[src/rtl/wbu_ascii_cmd_decoder.sv]
// ASCII command parser for the UART debug link: turns 'A'/'D' hex fields plus 'R'/'W'
// into single bus commands over a valid/ready handshake towards the wishbone master.
module wbu_ascii_cmd_decoder #(
  parameter int AW = 32,
  parameter int DW = 32
) (
  input  logic          i_clk,
  input  logic          i_reset,
  input  logic          i_rx_stb,
  input  logic [7:0]    i_rx_data,
  output logic          o_cmd_valid,
  input  logic          i_cmd_ready,
  output logic          o_cmd_we,
  output logic [AW-1:0] o_cmd_addr,
  output logic [DW-1:0] o_cmd_data,
  output logic          o_err,
  output logic          o_overrun
);

  typedef enum logic [1:0] {
    IDLE = 2'd0,
    ADDR = 2'd1,
    DATA = 2'd2
  } state_e;

  localparam logic [7:0] CH_A  = 8'h41;
  localparam logic [7:0] CH_D  = 8'h44;
  localparam logic [7:0] CH_R  = 8'h52;
  localparam logic [7:0] CH_W  = 8'h57;
  localparam logic [7:0] CH_X  = 8'h58;
  localparam logic [7:0] CH_CR = 8'h0D;
  localparam logic [7:0] CH_LF = 8'h0A;

  state_e          state_q, state_d;
  logic            addr_ok_q, addr_ok_d;
  logic [AW-1:0]   addr_q, addr_d;
  logic [DW-1:0]   data_q, data_d;
  logic            cmd_valid_q, cmd_valid_d;
  logic            cmd_we_q, cmd_we_d;
  logic [AW-1:0]   cmd_addr_q, cmd_addr_d;
  logic [DW-1:0]   cmd_data_q, cmd_data_d;
  logic            err_q, err_d;
  logic            overrun_q, overrun_d;

  logic            is_hex;
  logic [3:0]      nibble;
  logic            issue;
  logic            issue_we;

  // Only '0'-'9' and lowercase 'a'-'f' are digits; uppercase letters are commands or illegal.
  always_comb begin
    is_hex = 1'b0;
    nibble = 4'd0;
    if (i_rx_data >= 8'h30 && i_rx_data <= 8'h39) begin
      is_hex = 1'b1;
      nibble = i_rx_data[3:0];
    end else if (i_rx_data >= 8'h61 && i_rx_data <= 8'h66) begin
      is_hex = 1'b1;
      nibble = i_rx_data[3:0] + 4'd9;
    end
  end

  always_comb begin
    // NOTE: every signal assigned here gets a default first, so no path leaves it unassigned
    // and no latch is inferred.
    state_d     = state_q;
    addr_ok_d   = addr_ok_q;
    addr_d      = addr_q;
    data_d      = data_q;
    cmd_valid_d = cmd_valid_q;
    cmd_we_d    = cmd_we_q;
    cmd_addr_d  = cmd_addr_q;
    cmd_data_d  = cmd_data_q;
    err_d       = 1'b0;
    overrun_d   = 1'b0;
    issue       = 1'b0;
    issue_we    = 1'b0;

    if (cmd_valid_q && i_cmd_ready) begin
      cmd_valid_d = 1'b0;
    end

    if (i_rx_stb) begin
      if (is_hex) begin
        case (state_q)
          ADDR:    addr_d = {addr_q[AW-5:0], nibble};
          DATA:    data_d = {data_q[DW-5:0], nibble};
          default: err_d  = 1'b1;
        endcase
      end else begin
        case (i_rx_data)
          CH_A: begin
            addr_d    = '0;
            addr_ok_d = 1'b1;
            state_d   = ADDR;
          end
          CH_D: begin
            if (addr_ok_q) begin
              data_d  = '0;
              state_d = DATA;
            end else begin
              err_d   = 1'b1;
              state_d = IDLE;
            end
          end
          CH_R, CH_W: begin
            state_d = IDLE;
            if (addr_ok_q) begin
              issue    = 1'b1;
              issue_we = (i_rx_data == CH_W);
              addr_d   = addr_q + AW'(1);
            end else begin
              err_d = 1'b1;
            end
          end
          CH_X, CH_CR, CH_LF: begin
            state_d   = IDLE;
            addr_ok_d = 1'b0;
          end
          default: begin
            err_d     = 1'b1;
            state_d   = IDLE;
            addr_ok_d = 1'b0;
          end
        endcase
      end
    end

    // A new command may replace one being accepted this cycle; otherwise it is dropped.
    if (issue) begin
      if (!cmd_valid_q || i_cmd_ready) begin
        cmd_valid_d = 1'b1;
        cmd_we_d    = issue_we;
        cmd_addr_d  = addr_q;
        cmd_data_d  = data_q;
      end else begin
        overrun_d = 1'b1;
      end
    end
  end

  // NOTE: state registers use non-blocking assignments only, so every flop samples the
  // pre-edge values regardless of statement order.
  always_ff @(posedge i_clk) begin
    if (i_reset) begin
      state_q     <= IDLE;
      addr_ok_q   <= 1'b0;
      addr_q      <= '0;
      data_q      <= '0;
      cmd_valid_q <= 1'b0;
      cmd_we_q    <= 1'b0;
      cmd_addr_q  <= '0;
      cmd_data_q  <= '0;
      err_q       <= 1'b0;
      overrun_q   <= 1'b0;
    end else begin
      state_q     <= state_d;
      addr_ok_q   <= addr_ok_d;
      addr_q      <= addr_d;
      data_q      <= data_d;
      cmd_valid_q <= cmd_valid_d;
      cmd_we_q    <= cmd_we_d;
      cmd_addr_q  <= cmd_addr_d;
      cmd_data_q  <= cmd_data_d;
      err_q       <= err_d;
      overrun_q   <= overrun_d;
    end
  end

  assign o_cmd_valid = cmd_valid_q;
  assign o_cmd_we    = cmd_we_q;
  assign o_cmd_addr  = cmd_addr_q;
  assign o_cmd_data  = cmd_data_q;
  assign o_err       = err_q;
  assign o_overrun   = overrun_q;

endmodule

[config.mk]
export PLATFORM = sky130hd
export DESIGN_NAME = wbu_ascii_cmd_decoder
export DESIGN_NICKNAME = d
export VERILOG_FILES = /design/src/rtl/wbu_ascii_cmd_decoder.sv
export SDC_FILE = /design/constraint.sdc
export NUM_CORES = 1
export LEC_CHECK = 0
export CELL_PAD_IN_SITES_DETAIL_PLACEMENT = 1
export CELL_PAD_IN_SITES_GLOBAL_PLACEMENT = 2
export CORE_UTILIZATION = 33
export CTS_CLUSTER_SIZE = 24
export DETAILED_ROUTE_END_ITERATION = 8
export PLACE_DENSITY = 0.85
export SYNTH_ARGS = -nofsm -noshare
export SYNTH_HDL_FRONTEND = slang
export SYNTH_SLANG_ARGS = --single-unit
[constraint.sdc]
create_clock -name i_clk -period 3.5 [get_ports i_clk]
set_input_delay 1.05 -clock i_clk [delete_from_list [all_inputs] [get_ports i_clk]]
set_output_delay 1.05 -clock i_clk [all_outputs]
set_load 0.01 [all_outputs]
* After elaboration in Yosys (flattened, before gate mapping)
Cells that the tools add are included.
** Word-level totals
- Register bits after elaboration :: 135
** Cells by class
- Add/subtract/negate cells :: 2
- Order comparisons :: 4
- Equality and inequality tests :: 12
- Muxes and demuxes :: 31
- Bitwise logic cells :: 4
- Reduce and logical (&&, ||, !) cells :: 19
** Operators by type and width (number)
- $mux W32 :: 7
- $pmux W32 S2 :: 1
- $eq A8 B7 Y1 const B :: 5
- $add A32 B1 Y32 const B :: 1
- $mux W1 :: 17
- $eq A8 B4 Y1 const B :: 2
- $ge A8 B6 Y1 const B :: 1
- $ge A8 B7 Y1 const B :: 1
- $le A8 B6 Y1 const B :: 1
- $le A8 B7 Y1 const B :: 1
- $mux W4 :: 2
- $reduce_and A4 Y1 :: 2
- $reduce_or A2 Y1 :: 4
- $add A4 B4 Y4 const B :: 1
- $ne A2 B1 Y1 const B :: 2
- $not A1 Y1 :: 4
- $pmux W1 S2 :: 2
- $pmux W2 S2 :: 1
- $reduce_and A2 Y1 :: 2
- $reduce_bool A2 Y1 :: 2
- $reduce_or A4 Y1 :: 1
- $logic_and A1 B1 Y1 :: 3
- $ne A3 B3 Y1 const B :: 1
- $reduce_and A3 Y1 :: 1
- other kinds (7) :: 7

* Depth between registers and ports, before layout
- Depth in word-level cells :: 8
- Depth in mapped cells :: 10
- Mapped depth without buffers :: 8

* Worst setup path after synthesis
OpenSTA, ideal clock, no wires.
- Path type :: input to register
- From :: input port i_rx_data[0]
- To :: register data_q[10]
- Setup time :: 59 ps
- Arrival time :: 2774 ps
- Required time :: 3441 ps
- Slack :: 666 ps
- Stages :: 9
- Path through :: inv_1 ha_1 inv_1 o311ai_1 o21bai_2 a22o_1 a21oi_1 buf_2 a22o_1
** On the way
- Longest elaborated chain between the ends :: 6
- Elaborated cells between the ends (all ways) :: 14
** RTL lines
- from (decl) :: line 10 : input logic [7:0] i_rx_data,
- $ge A8 B7 Y1 or $le A8 B7 Y1 (tied branches) :: line 57 : end else if (i_rx_data >= 8'h61 && i_rx_data <= 8'h66) begin
- $logic_and A1 B1 Y1 :: line 57
- $mux W1 :: line 57
- $mux W1 :: line 54 : if (i_rx_data >= 8'h30 && i_rx_data <= 8'h39) begin
- $ne A2 B1 Y1 (no source line) or $reduce_bool A2 Y1 (tied branches)
- $reduce_and A4 Y1 (no source line)
- to (signal assigned) :: line 160 : data_q <= data_d;
- to (decl) :: line 37 : logic [DW-1:0] data_q, data_d;
Several ways; a longest one is shown, not always the timed one.
A chain may end at the register's enable or synchronous reset.

* Worst setup path after layout
- From :: input port i_rx_data[7]
- To :: register data_q[14]
The elaborated chain is that of the path after synthesis.

==> reports/metrics.cfg <==
[flow_run]
maxCapViolCount = 0

[finish]
design_area_mm2 = 0.00755
diodes = 0
fin_util_pct = 43.5
fill_cells = 2031
nNetsFinal = 807
drive_above_1_share_pct = 9.61
syn2layout_area_growth_pct = 28.2

[setup_path]
cp_num_cells = 7
crit_buf_inv = 1
cp_max_fo = 28
reg2regPathDepth = 7
critPathLaunch = i_rx_data[7]
start_kind = primary input
required_ns = 3.86
cpMaxStageDelayCell = nor2_2
reg2reg_from = addr_q[0]$_SDFFE_PP0P_
endpoint_kind = register
cp_data_arrival_time_ns = 3.57
path_delay_family = simple AND/OR/NAND/NOR gates
max_stage_delay_ns = 0.82
cp_cell_sequence = clkdlybuf4s50_1 -> nor4b_1 -> o311ai_1 -> o21bai_2 -> nand2_1 -> nor2_2 -> a22o_1
critical_path_class = in2reg

[route]
drt-initial-drc-count = 244
vias = 5554
dr.pass1.iters = 5
ant_nets = 0
wl_per_cell_um = 16.5
routed_wl_mm = 17.0
avgViaCountPerCell = 5.41
drc_errors = 0

[synthesis]
ys_seq_area_share_pct = 45.9
yosysWarnings = 0
synthCells = 713
syn_area_mm2 = 0.00589
synthDistinctLibCells = 57
syn_area_per_cell_um2 = 8.26
synth_edf_count = 0
ys_seq_elements = 135
yosys_most_used_dff = dfxtp_1
syn_nets = 732
async_reset_ff_share_pct = 0

[floorplanning]
core_area_mm2 = 0.0174
top_level_ports = 80
die-area_mm2 = 0.0184
die_w_um = 136
initial_core_util_pct = 33.9
die_y_um = 136
num_rows = 48

[timing]
setup_violations = 0
final.min_clock_period_ns = 3.21
finClkSkew_ns = 0.0105
holdWs_ns = 0.454
rsz0062_at_grt = false
max_freq_ghz = 0.312
finalHoldViolCount = 0
slew_headroom_pct = 29.7
worst_slew_pin_slew_ns = 1.05
slew_viol_final = 0
finalCritPeriodShare_pct = 91.6

[clocking]
htree_levels = 4
clockBufferDepth = 2
clkLatencyLatePin_ns = 0.42
numCtsBuffers = 17
cts_tree = built
cts_hold_buf = 0
post_cts_buffers = 0
clock-sinks = 135
clkTransAtPathRegs_ns = 0.07
cts_resized = 0
root_buffer = clkbuf_16

[grt]
overflow = 0
grt_pass1_wl_mm = 28.3
grt_usage_pct = 19.3
grt_pass1_vias = 5580
grt_max_degree = 57
antenna_found_initial = 0

[power]
ir_drop_mv = 0.340
power_density_mw_per_mm2 = 445
leakage_nw = 2.60
fin_total_pwr_w = 0.00336

[place]
hpwl_mm = 11.5
io_buffers = 79
placed_area_mm2 = 0.00699
gp_congestion = 0.834

[hold_path]
hold-path-cell-count = 2
hold_class = reg2reg
hp-start = o_cmd_addr[12]$_SDFFE_PP0P_

[status]
status = finished clean

registers in the layout, indices dropped and copies added (netlist names), 2 cells and up:
register,count
o_cmd_data,32
data_q,32
addr_q,32
o_cmd_addr,32
state_q,2
tightest hold or removal path: cells and delay by family (launching register included):
family             cells  cell delay [ns]
DFF                    1             0.31
and+or+nand+nor        1             0.05
AOI/OAI and AO/OA      1             0.05
power breakdown:
group | switching (W) | leakage, nW | internal, W
Combinational | 0.0000651 | 1.24 | 0.0000398
Sequential | 0.00000112 | 1.09 | 0.00154
Clock | 0.000774 | 0.272 | 0.000941
synth_stat cells (all sizes together) (2+ instances only):
library cell  instances  area share, %
nor3                 22            2.0
and4                  5           0.74
xor2                  4           0.59
nor4b                 2           0.30
nor2                 36            2.3
inv                   8           0.51
a311oi                4           0.70
or2                   2           0.21
nand4                 8           0.85
nand3                17            1.4
a221oi               14            2.1
a31oi                 4           0.42
nor4                  8            1.1
or3                   3           0.32
ha                    7            1.5
a21o                  5           0.64
a22o                 31            4.6
or3b                  2           0.30
a21oi                99            8.4
a32oi                 2           0.30
nand2b                8           0.85
and2                 10            1.1
dfxtp               135             46
o32ai                 4           0.59
nand2               158             10
and3                  7           0.74
o21ai                18            1.5
a211oi                5           0.64
clkbuf               26            1.7
o2bb2ai               2           0.30
buf                  29            3.2
o21bai                4           0.57
xnor2                 8            1.2
metal layers:
layer	vias to the layer above	wire [um]	GRT usage (%)	share of wire, %
met5	-	0	0	0
met3	16	568	3.93	3.3
met2	109	8410	33.4	50
li1	2677	-	-	-
met1	2752	7840	24.1	46
met4	0	161	5.56	0.95
worst paths after layout:
path                                 end  slack (ns)
min          o_cmd_addr[12]$_SDFFE_PP0P_        0.45
max reg2reg      addr_q[30]$_SDFFE_PP0P_        0.98
min reg2reg  o_cmd_addr[12]$_SDFFE_PP0P_        0.45
max              data_q[14]$_SDFFE_PP0P_        0.29
layout by cell type, fill, tap and decap left out, types with 5 or more instances in the layout:
cell type	instances
dfxtp_1	135
ha_1	7
nand3_1	17
and4_1	5
a21oi_1	98
buf_12	5
a22o_1	31
inv_1	8
buf_4	28
nand4_1	8
and3_1	7
nand2b_1	8
clkdlybuf4s50_1	78
and2_1	10
xnor2_1	8
clkbuf_16	17
a221oi_1	14
nor4_1	6
a211oi_1	5
nand2_1	158
inv_8	5
nor2_1	35
nor3_1	21
a21o_1	5
o21ai_0	18
cells by family after synthesis:
| family | share of synthesized area, % |
|---|---|
| muxes | 0.170 |
| xor gates and xnor gates | 1.78 |
| DFF | 45.9 |
| and+or+nand+nor | 23.1 |
| adders and majority gates | 1.49 |
| AOI/OAI and AO/OA | 22.3 |
| buffers and inverters | 5.33 |
layout make-up:
type / count / area [um2] / share of cell area [%]
Sequential cell: 135 / 2700 / 35.8
Inverter: 8 / 30.0 / 0.398
Clock buffer: 18 / 429 / 5.68
Multi-Input combinational cell: 515 / 2890 / 38.2
Tap cell: 225 / 282 / 3.73
Clock inverter: 14 / 133 / 1.76
Timing Repair Buffer: 111 / 1090 / 14.4
metrics by stage:
stage | std cells | setup WS (ns) | TNS [ns]
5_1_grt | 1026 | 0.186 | 0
2_1_floorplan | 713 | 0.666 | 0
4_1_cts | 1026 | 0.314 | 0
3_5_place_dp | 994 | -0.0720 | -1.59
6_report | 1026 | 0.293 | 0
3_3_place_gp | 994 | 0.104 | 0
Power figures use the tool's default switching activity.
